File: src/rtl/ldst_load_response_scatter_if.sv
// Handshake bundle between the coalesce buffer, the load response scatter
// stage and the register writeback consumer.
interface ldst_load_response_scatter_if #(
   parameter int CACHE_LINE_SIZE = 32,
   parameter int MAX_COALESCED   = 8,
   parameter int OFFSET_W        = $clog2(CACHE_LINE_SIZE)
);
   logic                                rsp_valid;
   logic                                rsp_ready;
   logic [3:0]                          rsp_block_id;
   logic [9:0]                          rsp_base_tid;
   logic [MAX_COALESCED-1:0]            rsp_tid_bitmap;
   logic [1:0]                          rsp_size;
   logic [6:0]                          rsp_ld_dest_reg;
   logic [CACHE_LINE_SIZE*8-1:0]        rsp_data;
   logic [MAX_COALESCED*OFFSET_W-1:0]   rsp_address_map;

   logic                                wb_valid;
   logic                                wb_ready;
   logic [3:0]                          wb_block_id;
   logic [9:0]                          wb_tid;
   logic [6:0]                          wb_dest_reg;
   logic [63:0]                         wb_data;
   logic                                wb_last;

   modport slave (
      input  rsp_valid, rsp_block_id, rsp_base_tid, rsp_tid_bitmap, rsp_size,
             rsp_ld_dest_reg, rsp_data, rsp_address_map, wb_ready,
      output rsp_ready, wb_valid, wb_block_id, wb_tid, wb_dest_reg, wb_data, wb_last
   );

   modport master (
      output rsp_valid, rsp_block_id, rsp_base_tid, rsp_tid_bitmap, rsp_size,
             rsp_ld_dest_reg, rsp_data, rsp_address_map, wb_ready,
      input  rsp_ready, wb_valid, wb_block_id, wb_tid, wb_dest_reg, wb_data, wb_last
   );
endinterface

File: src/rtl/ldst_load_response_scatter.sv
// Buffers coalesced load responses and scatters each one into per-thread
// register writebacks, lowest pending thread first, one thread per cycle.
module ldst_load_response_scatter #(
   parameter int CACHE_LINE_SIZE = 32,
   parameter int MAX_COALESCED   = 8,
   parameter int OFFSET_W        = $clog2(CACHE_LINE_SIZE),
   parameter int TID_OFF_W       = $clog2(MAX_COALESCED),
   parameter int FIFO_DEPTH      = 2
) (
   input  logic                         clk,
   input  logic                         rst_n,
   ldst_load_response_scatter_if.slave  bus,
   output logic                         busy
);
   localparam int PTR_W  = $clog2(FIFO_DEPTH);
   localparam int CNT_W  = PTR_W + 1;
   localparam int LINE_W = CACHE_LINE_SIZE * 8;
   localparam int MAP_W  = MAX_COALESCED * OFFSET_W;

   typedef struct packed {
      logic [3:0]               block_id;
      logic [9:0]               base_tid;
      logic [MAX_COALESCED-1:0] pending;
      logic [1:0]               size;
      logic [6:0]               dest_reg;
      logic [LINE_W-1:0]        data;
      logic [MAP_W-1:0]         address_map;
   } entry_t;

   entry_t                   entry_q [FIFO_DEPTH];
   logic [PTR_W-1:0]         wr_ptr_q, wr_ptr_d;
   logic [PTR_W-1:0]         rd_ptr_q, rd_ptr_d;
   logic [CNT_W-1:0]         count_q, count_d;

   entry_t                   head;
   logic                     head_valid;
   logic [TID_OFF_W-1:0]     idx;
   logic                     found;
   logic                     last;
   logic [OFFSET_W-1:0]      off;
   logic [3:0]               nbytes;
   logic [OFFSET_W:0]        pos;
   logic [63:0]              extract;
   logic [MAX_COALESCED-1:0] clear_mask;
   logic                     accept, push, retire, pop;

   assign head       = entry_q[rd_ptr_q];
   assign head_valid = (count_q != '0);
   assign busy       = head_valid;

   // Backpressure looks at occupancy only, so a full FIFO never takes a
   // response in the same cycle its head pops.
   assign bus.rsp_ready = (count_q < CNT_W'(FIFO_DEPTH));

   assign accept = bus.rsp_valid && bus.rsp_ready;
   assign push   = accept && (bus.rsp_tid_bitmap != '0);
   assign retire = head_valid && bus.wb_ready;
   assign pop    = retire && last;

   // NOTE: every variable driven here gets a default before any branch, so no latch is inferred.
   always_comb begin
      idx   = '0;
      found = 1'b0;
      for (int i = 0; i < MAX_COALESCED; i++) begin
         if (!found && head.pending[i]) begin
            idx   = TID_OFF_W'(i);
            found = 1'b1;
         end
      end
   end

   assign last       = ((head.pending & (head.pending - MAX_COALESCED'(1))) == '0);
   assign clear_mask = MAX_COALESCED'(1) << idx;

   // Bytes past the end of the line read as zero instead of wrapping.
   always_comb begin
      off     = head.address_map[idx*OFFSET_W +: OFFSET_W];
      nbytes  = 4'd1 << head.size;
      extract = '0;
      pos     = '0;
      for (int j = 0; j < 8; j++) begin
         pos = {1'b0, off} + (OFFSET_W+1)'(j);
         if ((j < int'(nbytes)) && (pos < (OFFSET_W+1)'(CACHE_LINE_SIZE))) begin
            extract[j*8 +: 8] = head.data[pos*8 +: 8];
         end
      end
   end

   always_comb begin
      bus.wb_valid    = head_valid;
      bus.wb_block_id = '0;
      bus.wb_tid      = '0;
      bus.wb_dest_reg = '0;
      bus.wb_data     = '0;
      bus.wb_last     = 1'b0;
      if (head_valid) begin
         bus.wb_block_id = head.block_id;
         bus.wb_tid      = head.base_tid | 10'(idx);
         bus.wb_dest_reg = head.dest_reg;
         bus.wb_data     = extract;
         bus.wb_last     = last;
      end
   end

   always_comb begin
      wr_ptr_d = wr_ptr_q;
      rd_ptr_d = rd_ptr_q;
      if (push) wr_ptr_d = wr_ptr_q + PTR_W'(1);
      if (pop)  rd_ptr_d = rd_ptr_q + PTR_W'(1);
      count_d = count_q + CNT_W'(push) - CNT_W'(pop);
   end

   // NOTE: state registers use non-blocking assignments so every flop samples pre-edge values.
   always_ff @(posedge clk or negedge rst_n) begin
      if (!rst_n) begin
         wr_ptr_q <= '0;
         rd_ptr_q <= '0;
         count_q  <= '0;
      end else begin
         wr_ptr_q <= wr_ptr_d;
         rd_ptr_q <= rd_ptr_d;
         count_q  <= count_d;
      end
   end

   // NOTE: entry storage is reset too, so a reset drops every buffered response cleanly.
   always_ff @(posedge clk or negedge rst_n) begin
      if (!rst_n) begin
         for (int i = 0; i < FIFO_DEPTH; i++) entry_q[i] <= '0;
      end else begin
         if (retire) entry_q[rd_ptr_q].pending <= head.pending & ~clear_mask;
         if (push) begin
            entry_q[wr_ptr_q] <= '{
               block_id:    bus.rsp_block_id,
               base_tid:    bus.rsp_base_tid,
               pending:     bus.rsp_tid_bitmap,
               size:        bus.rsp_size,
               dest_reg:    bus.rsp_ld_dest_reg,
               data:        bus.rsp_data,
               address_map: bus.rsp_address_map
            };
         end
      end
   end
endmodule

File: src/flat_wrapper.sv
// flat-port wrapper written by rule: the top's interface ports become plain ports
module ldst_load_response_scatter_flat 
#(
   parameter int CACHE_LINE_SIZE = 32,
   parameter int MAX_COALESCED   = 8,
   parameter int OFFSET_W        = $clog2(CACHE_LINE_SIZE),
   parameter int TID_OFF_W       = $clog2(MAX_COALESCED),
   parameter int FIFO_DEPTH      = 2
)
  (clk, rst_n, busy, bus_rsp_valid, bus_rsp_block_id, bus_rsp_base_tid, bus_rsp_tid_bitmap, bus_rsp_size, bus_rsp_ld_dest_reg, bus_rsp_data, bus_rsp_address_map, bus_wb_ready, bus_rsp_ready, bus_wb_valid, bus_wb_block_id, bus_wb_tid, bus_wb_dest_reg, bus_wb_data, bus_wb_last);
  ldst_load_response_scatter_if #(.CACHE_LINE_SIZE(CACHE_LINE_SIZE), .MAX_COALESCED(MAX_COALESCED), .OFFSET_W(OFFSET_W)) bus_i ();
  input  logic clk;
  input  logic rst_n;
  output logic busy;
  input wire logic [$bits(bus_i.rsp_valid)-1:0] bus_rsp_valid;
  input wire logic [$bits(bus_i.rsp_block_id)-1:0] bus_rsp_block_id;
  input wire logic [$bits(bus_i.rsp_base_tid)-1:0] bus_rsp_base_tid;
  input wire logic [$bits(bus_i.rsp_tid_bitmap)-1:0] bus_rsp_tid_bitmap;
  input wire logic [$bits(bus_i.rsp_size)-1:0] bus_rsp_size;
  input wire logic [$bits(bus_i.rsp_ld_dest_reg)-1:0] bus_rsp_ld_dest_reg;
  input wire logic [$bits(bus_i.rsp_data)-1:0] bus_rsp_data;
  input wire logic [$bits(bus_i.rsp_address_map)-1:0] bus_rsp_address_map;
  input wire logic [$bits(bus_i.wb_ready)-1:0] bus_wb_ready;
  output wire logic [$bits(bus_i.rsp_ready)-1:0] bus_rsp_ready;
  output wire logic [$bits(bus_i.wb_valid)-1:0] bus_wb_valid;
  output wire logic [$bits(bus_i.wb_block_id)-1:0] bus_wb_block_id;
  output wire logic [$bits(bus_i.wb_tid)-1:0] bus_wb_tid;
  output wire logic [$bits(bus_i.wb_dest_reg)-1:0] bus_wb_dest_reg;
  output wire logic [$bits(bus_i.wb_data)-1:0] bus_wb_data;
  output wire logic [$bits(bus_i.wb_last)-1:0] bus_wb_last;
  assign bus_i.rsp_valid = bus_rsp_valid;
  assign bus_i.rsp_block_id = bus_rsp_block_id;
  assign bus_i.rsp_base_tid = bus_rsp_base_tid;
  assign bus_i.rsp_tid_bitmap = bus_rsp_tid_bitmap;
  assign bus_i.rsp_size = bus_rsp_size;
  assign bus_i.rsp_ld_dest_reg = bus_rsp_ld_dest_reg;
  assign bus_i.rsp_data = bus_rsp_data;
  assign bus_i.rsp_address_map = bus_rsp_address_map;
  assign bus_i.wb_ready = bus_wb_ready;
  assign bus_rsp_ready = bus_i.rsp_ready;
  assign bus_wb_valid = bus_i.wb_valid;
  assign bus_wb_block_id = bus_i.wb_block_id;
  assign bus_wb_tid = bus_i.wb_tid;
  assign bus_wb_dest_reg = bus_i.wb_dest_reg;
  assign bus_wb_data = bus_i.wb_data;
  assign bus_wb_last = bus_i.wb_last;
  ldst_load_response_scatter #(.CACHE_LINE_SIZE(CACHE_LINE_SIZE), .MAX_COALESCED(MAX_COALESCED), .OFFSET_W(OFFSET_W), .TID_OFF_W(TID_OFF_W), .FIFO_DEPTH(FIFO_DEPTH)) u_core (.clk(clk), .rst_n(rst_n), .bus(bus_i), .busy(busy));
endmodule
File: config.mk
export PLATFORM = sky130hd
export DESIGN_NAME = ldst_load_response_scatter_flat
export DESIGN_NICKNAME = d
export VERILOG_FILES = /design/src/rtl/ldst_load_response_scatter_if.sv /design/src/rtl/ldst_load_response_scatter.sv /design/src/flat_wrapper.sv
export SDC_FILE = /design/constraint.sdc
export NUM_CORES = 2
export LEC_CHECK = 0
export ABC_AREA = 1
export CAP_MARGIN = 40
export CORE_AREA = 2 2 303 305
export DETAILED_ROUTE_END_ITERATION = 12
export DIE_AREA = 0 0 305 307
export PLACE_DENSITY = 0.65
export SETUP_SLACK_MARGIN = 0.2
export SYNTH_ARGS = -nofsm -noshare
export SYNTH_HDL_FRONTEND = slang
export SYNTH_SLANG_ARGS = --single-unit
export TNS_END_PERCENT = 30
File: constraint.sdc
create_clock -name clk -period 3.9 [get_ports clk]
set_input_delay 0.585 -clock clk [delete_from_list [all_inputs] [get_ports clk]]
set_output_delay 0.585 -clock clk [all_outputs]
set_load 0.01 [all_outputs]
# After elaboration in Yosys (flattened, before gate mapping)
# Cells that the tools add are included.
[word_totals]
output_inout_bits = 89
register_bits = 658
in_bits = 331
elab_cells = 137
[classes]
n_mul = 1
shift = 11
bitwise_logic = 6
n_mux = 38
magnitude_cmp = 21
n_addsub = 12
reduce_logical = 31
[ops]
columns = ["operator", "count"]
rows = [
  ["256-bit by 10-bit variable part select with 8-bit output", 7],
  ["654-bit bitwise mux", 2],
  ["327-bit two-way mux", 4],
  ["654-bit two-way mux", 2],
  ["327-bit demux with 1-bit select", 2],
  ["313-bit two-way mux", 1],
  ["256-bit by 9-bit variable part select with 8-bit output", 1],
  ["64-bit two-way mux", 1],
  ["8-bit two-way mux", 8],
  ["6-bit less-than comparator, second input constant", 7],
  ["40-bit by 7-bit variable part select with 5-bit output", 1],
  ["5-bit by 3-bit adder with 6-bit output, second input constant", 4],
  ["1-bit logical AND", 21],
  ["3-bit two-way mux", 6],
  ["8-bit bitwise AND", 2],
  ["3-bit by 4-bit less-than comparator with 1-bit output, first input constant", 4],
  ["5-bit by 2-bit adder with 6-bit output, second input constant", 2],
  ["10-bit two-way mux", 1],
  ["10-bit by 3-bit bitwise OR with 10-bit output", 1],
  ["1-bit two-way mux", 9],
  ["8-bit zero test", 1],
  ["1-bit by 4-bit less-than comparator with 1-bit output, first input constant", 2],
  ["2-bit by 4-bit less-than comparator with 1-bit output, first input constant", 2],
  ["8-bit NOT", 1],
  ["18 further kinds", 28],
]

# Depth between registers and ports, before layout
[logic_depth]
word_depth = 33
mapped_depth = 26
mapped_depth_nobuf = 23

# Least setup slack after synthesis
# Ideal clock, no wire load.
[synth_timing]
kind = "flip-flop to output port"
startpoint = "reg u_core.rd_ptr_q"
endpoint = "out bus_wb_data[35]"
n_path_buf = 4
arrival_time_ns = 2.685
setup_slack_ns = 0.630
stages_incl_launch_ff = 24
required_ns = 3.315
cell_sequence = "dfrtp_1 -> inv_2 -> buf_2 -> nand2_1 -> nand2_1 -> nand2_2 -> nor2_2 -> nand3_4 -> nand3_4 -> buf_6 -> nand2_1 -> nand3_2 -> nand3_4 -> nand2_4 -> buf_6 -> buf_6 -> nand2_1 -> o21ai_1 -> nand2_1 -> nand2_1 -> nand2_1 -> nand3_1 -> nand2_1 -> a21oi_1"
[synth_between]
elab_chain_cells = 33
elab_cells_between_ends = 42
classes_between = "add/sub: 1; mul: 1; order compare: 2; shift: 3; mux: 19; bitwise: 1; reduce/logical: 15"
[synth_lines]
columns = ["element", "line", "rtl"]
rows = [
  ["from (decl)", "ldst_load_response_scatter.sv:32", "logic [PTR_W-1:0] rd_ptr_q, rd_ptr_d;"],
  ["from (signal assigned)", "ldst_load_response_scatter.sv:121", "rd_ptr_q <= rd_ptr_d;"],
  ["1-bit NOT with 2-bit output (implied by the code) (*)", "ldst_load_response_scatter.sv:47", "assign head = entry_q[rd_ptr_q];"],
  ["327-bit two-way mux (implied by the code) (*) (3 in series)", "ldst_load_response_scatter.sv:47", ""],
  ["branches (longest 27 deep; another with 1-bit two-way mux)", "-", ""],
  ["8-bit two-way mux (*)", "ldst_load_response_scatter.sv:83", "if ((j < int'(nbytes)) && (pos < (OFFSET_W+1)'(CACHE_LINE_SIZE))) begin"],
  ["64-bit two-way mux (*)", "ldst_load_response_scatter.sv:96", "if (head_valid) begin"],
  ["to (decl)", "flat_wrapper.sv:29", "output wire logic [$bits(bus_i.wb_data)-1:0] bus_wb_data;"],
]
# Every way passes the cells marked *. The select of a mux whose other input is x is not followed.

# Final worst setup path
[layout_timing]
startpoint = "reg u_core.rd_ptr_q"
endpoint = "out bus_wb_data[7]"
[layout_between]
elab_chain_cells = 32
elab_cells_between_ends = 41
classes_between = "mul: 1; order compare: 2; shift: 3; mux: 19; bitwise: 1; reduce/logical: 15"
[layout_lines]
columns = ["element", "line"]
rows = [
  ["1-bit NOT with 2-bit output (implied by the code) (*)", "ldst_load_response_scatter.sv:47"],
  ["327-bit two-way mux (implied by the code) (*) (3 in series)", "ldst_load_response_scatter.sv:47"],
  ["branches (longest 26 deep; another with 1-bit two-way mux)", "-"],
  ["8-bit two-way mux (*)", "ldst_load_response_scatter.sv:83"],
  ["64-bit two-way mux (*)", "ldst_load_response_scatter.sv:96"],
]
# Marks and branches as above.

==> impl_metrics.json <==
{
  "netlist_instances": 6210,
  "die_h_um": 307,
  "cp_slowest_cell": "dfrtp_4",
  "synth.area.top_cells": "dfrtp_1 41%, nand2_1 25%, nand3_1 9.8%",
  "cp.required_ps": 3310,
  "first_pass_iters": 8,
  "final_cell_mix": "2,601 x nand2_1, 686 x o21ai_0, 657 x dfrtp_1, 656 x nand3_1, 567 x buf_4",
  "rsz0062_at_grt": "true",
  "final_common_cell": "nand2_1",
  "grt_pass1_wl_um": 256000,
  "antenna_left": 0,
  "whs_ps": 24.8,
  "area_growth_pct": 38.3,
  "place_area_mm2": 0.0497,
  "setup_viol": 64,
  "period_share_pct": 122,
  "slew_violations": 0,
  "pre_cts_ws_ps": -770,
  "grt_pass1_vias": 42300,
  "vias": 45500,
  "critPathKind": "reg2out",
  "cts.sinks": 658,
  "critPathTopFamily": "simple AND/OR/NAND/NOR gates",
  "outcome": "finished, violations left",
  "cts.path.max_buffers": 3,
  "ys_async_sr_fraction_pct": 100,
  "ys.flop_type": "dfrtp_1",
  "crit_path_end_kind": "primary output",
  "grt_max_degree": 160,
  "nets": 7346,
  "yosysUniqueCellTypes": 35,
  "final.setup.worst_slack_ps": -866,
  "hold_violations": 0,
  "slew_headroom_pct": 39.8,
  "rr_endpoint": "u_core.count_q[1]$_DFF_PN0_",
  "synth_top_area_share_pct": 40.9,
  "drive_gt1_share_pct": 18.7,
  "grt_busiest_layer": "met2",
  "synthXorXnorAreaFrac_pct": 0.0653,
  "synth_seq_cells": 658,
  "crit_start": "u_core.rd_ptr_q$_DFFE_PN0P_",
  "cap_viol_max_count": 0,
  "yosysTopAreaCell": "dfrtp_1",
  "die_w_um": 305,
  "grt.overflow.total": 0,
  "syn-num-nets": 6543,
  "antenna_found_initial": 10,
  "synth_compound_area_share_pct": 11.8,
  "route.detailed.drc": 0,
  "synth.avg_cell_area_um2": 6.48,
  "r2r_cells": 16,
  "dp_hpwl_um": 127000,
  "avgViaCountPerCell": 5.51,
  "r2r_setup_slack_ps": 940,
  "cpMostUsedCell": "nand2_1",
  "worst_pin_slew_ps": 893,
  "violations": "negative setup slack",
  "cp-start-kind": "flop",
  "seq_area_frac_synth_pct": 40.9,
  "cts-root-buf": "clkbuf_16",
  "finalClockSkew_ps": 26.6,
  "row_count": 111,
  "hold_path_class": "in2async",
  "n_fill_cell": 8638,
  "max_freq_mhz": 210,
  "ios": 420,
  "tritoncts": "built",
  "port_buffers": 419,
  "gp_congestion": 1.03,
  "core-area_mm2": 0.0907,
  "grt_usage_pct": 35.6,
  "design_area_mm2": 0.0557,
  "synth_top_family_by_area": "simple AND/OR/NAND/NOR gates",
  "drtIter0Drc": 5114,
  "synth.mux.area_fraction_pct": 0,
  "use_met2_pct": 56.3,
  "htree_levels": 3,
  "wl_um": 175000,
  "cts_hold_buf": 0,
  "syn-cell-area_mm2": 0.0402,
  "grt_use_met3_pct": 7.02,
  "crit_buf_inv": 8,
  "r2r_start": "u_core.rd_ptr_q$_DFFE_PN0P_",
  "dieArea_mm2": 0.0936,
  "clk_pin_slew_ps": 60,
  "cpPeakStageDelay_ps": 520,
  "numCtsBuffers": 75,
  "crit_path_cell_trace": "buf_12, nand2_4, o21ai_4, buf_6, buf_4, nand3_4, nand4_1, inv_4, nand3_4, buf_12, nand2_4, buf_4, buf_6, nand2_1, nand2_2, nor2_2, nor2_2, nand2_1, nand3_1, nand2_1, nor2_4, clkbuf_2",
  "synthAdderAreaFrac_pct": 0.0622,
  "initial_utilization_pct": 44.4,
  "synth_edf_count": 0,
  "grt_use_met1_pct": 48.7,
  "worstPathMaxFanout": 8,
  "clk-insertion-delay-late_ps": 680,
  "period_minus_slack_ps": 4770,
  "ys_warn_count": 0,
  "wl_per_cell_um": 21.2,
  "cp.arrival_ps": 4180,
  "synth_simple_gate_area_share_pct": 37.3
}
## registers in the layout, indices dropped and copies added (netlist names)
| register | cells |
|---|---|
| u_core.count_q | 2 |
| u_core.wr_ptr_q | 1 |
| u_core.entry_q | 654 |
| u_core.rd_ptr_q | 1 |
## per-layer routing
layer  share of wire [%]  vias to the layer above
met3                 8.6                      378
li1                    -                    21300
met2                  45                     1986
met5               0.064                        -
met1                  42                    21800
met4                 4.1                       18
## what timing repair did
action / in CTS / in global routing
pin swaps: 29 / 117
gates cloned: 8 / 27
endpoints found under the setup margin: 68 / 68
buffers inserted: 14 / 54
resized for setup: 199 / 517
## synthesized netlist by cell type, drive strengths merged, types with 3 or more instances
cell type / instances
nand2: 2714
nand4: 21
nand3: 798
clkbuf: 225
nor2: 139
o21ai: 755
or2: 3
a21oi: 104
clkinv: 4
o211ai: 53
buf: 193
inv: 529
dfrtp: 658
## cell type report
class	instances	area (um^2)	area share (%)
multi-input cells	4604	21600	38.8
flip-flops and latches	658	16500	29.6
repair buffers	1141	11500	20.6
clock buffers	102	2130	3.83
inverters	533	2050	3.67
well taps	1186	1480	2.66
clock inverters	29	463	0.831
diodes	2	5.00	0.00899
## kinds of logic (layout without fill, tap and decap cells)
group | count (synthesis) | after routing
xor gates and xnor gates | 3 | 3
DFF | 658 | 658
other | 0 | 2
AOI/OAI and AO/OA | 918 | 918
and+or+nand+nor | 3678 | 3681
adders and majority gates | 2 | 2
buffers and inverters | 951 | 1805
## how the worst max path moves through the flow
stage,to,slack (ps),cells past startpoint
finish,bus_wb_data[7],-870,22
global placement,bus_wb_data[26],-730,21
floorplan,bus_wb_data[35],630,23
CTS,bus_wb_data[3],-1230,23
global route,bus_wb_data[3],-950,23
detailed placement,bus_wb_data[26],-770,21
## worst reg2reg max path, cell delays in order (launching register included)
cell      delay (ps)
dfrtp_4          520
buf_12           160
o21ai_4          130
buf_6            120
buf_4            110
nand3_4          160
buf_4            190
nand2_1           50
o21ai_0           70
a221oi_1         210
nand2_1          140
nor2_1           260
ha_1             280
inv_1             60
ha_1             140
xnor2_1          130
xor2_1           150
## metrics by stage
stage / instances / setup TNS [ps] / util (%)
floorplan: 6210 / 0 / -
global placement: 8019 / -33500 / 54.8
detailed placement: 8019 / -36600 / 54.8
CTS: 8172 / -64130 / 58.6
global route: 8253 / -57800 / 61.4
finish: 8255 / -50760 / 61.4
Power is not shown: default switching activity piles up to over one toggle a cycle in this logic, so the estimate is an artifact.
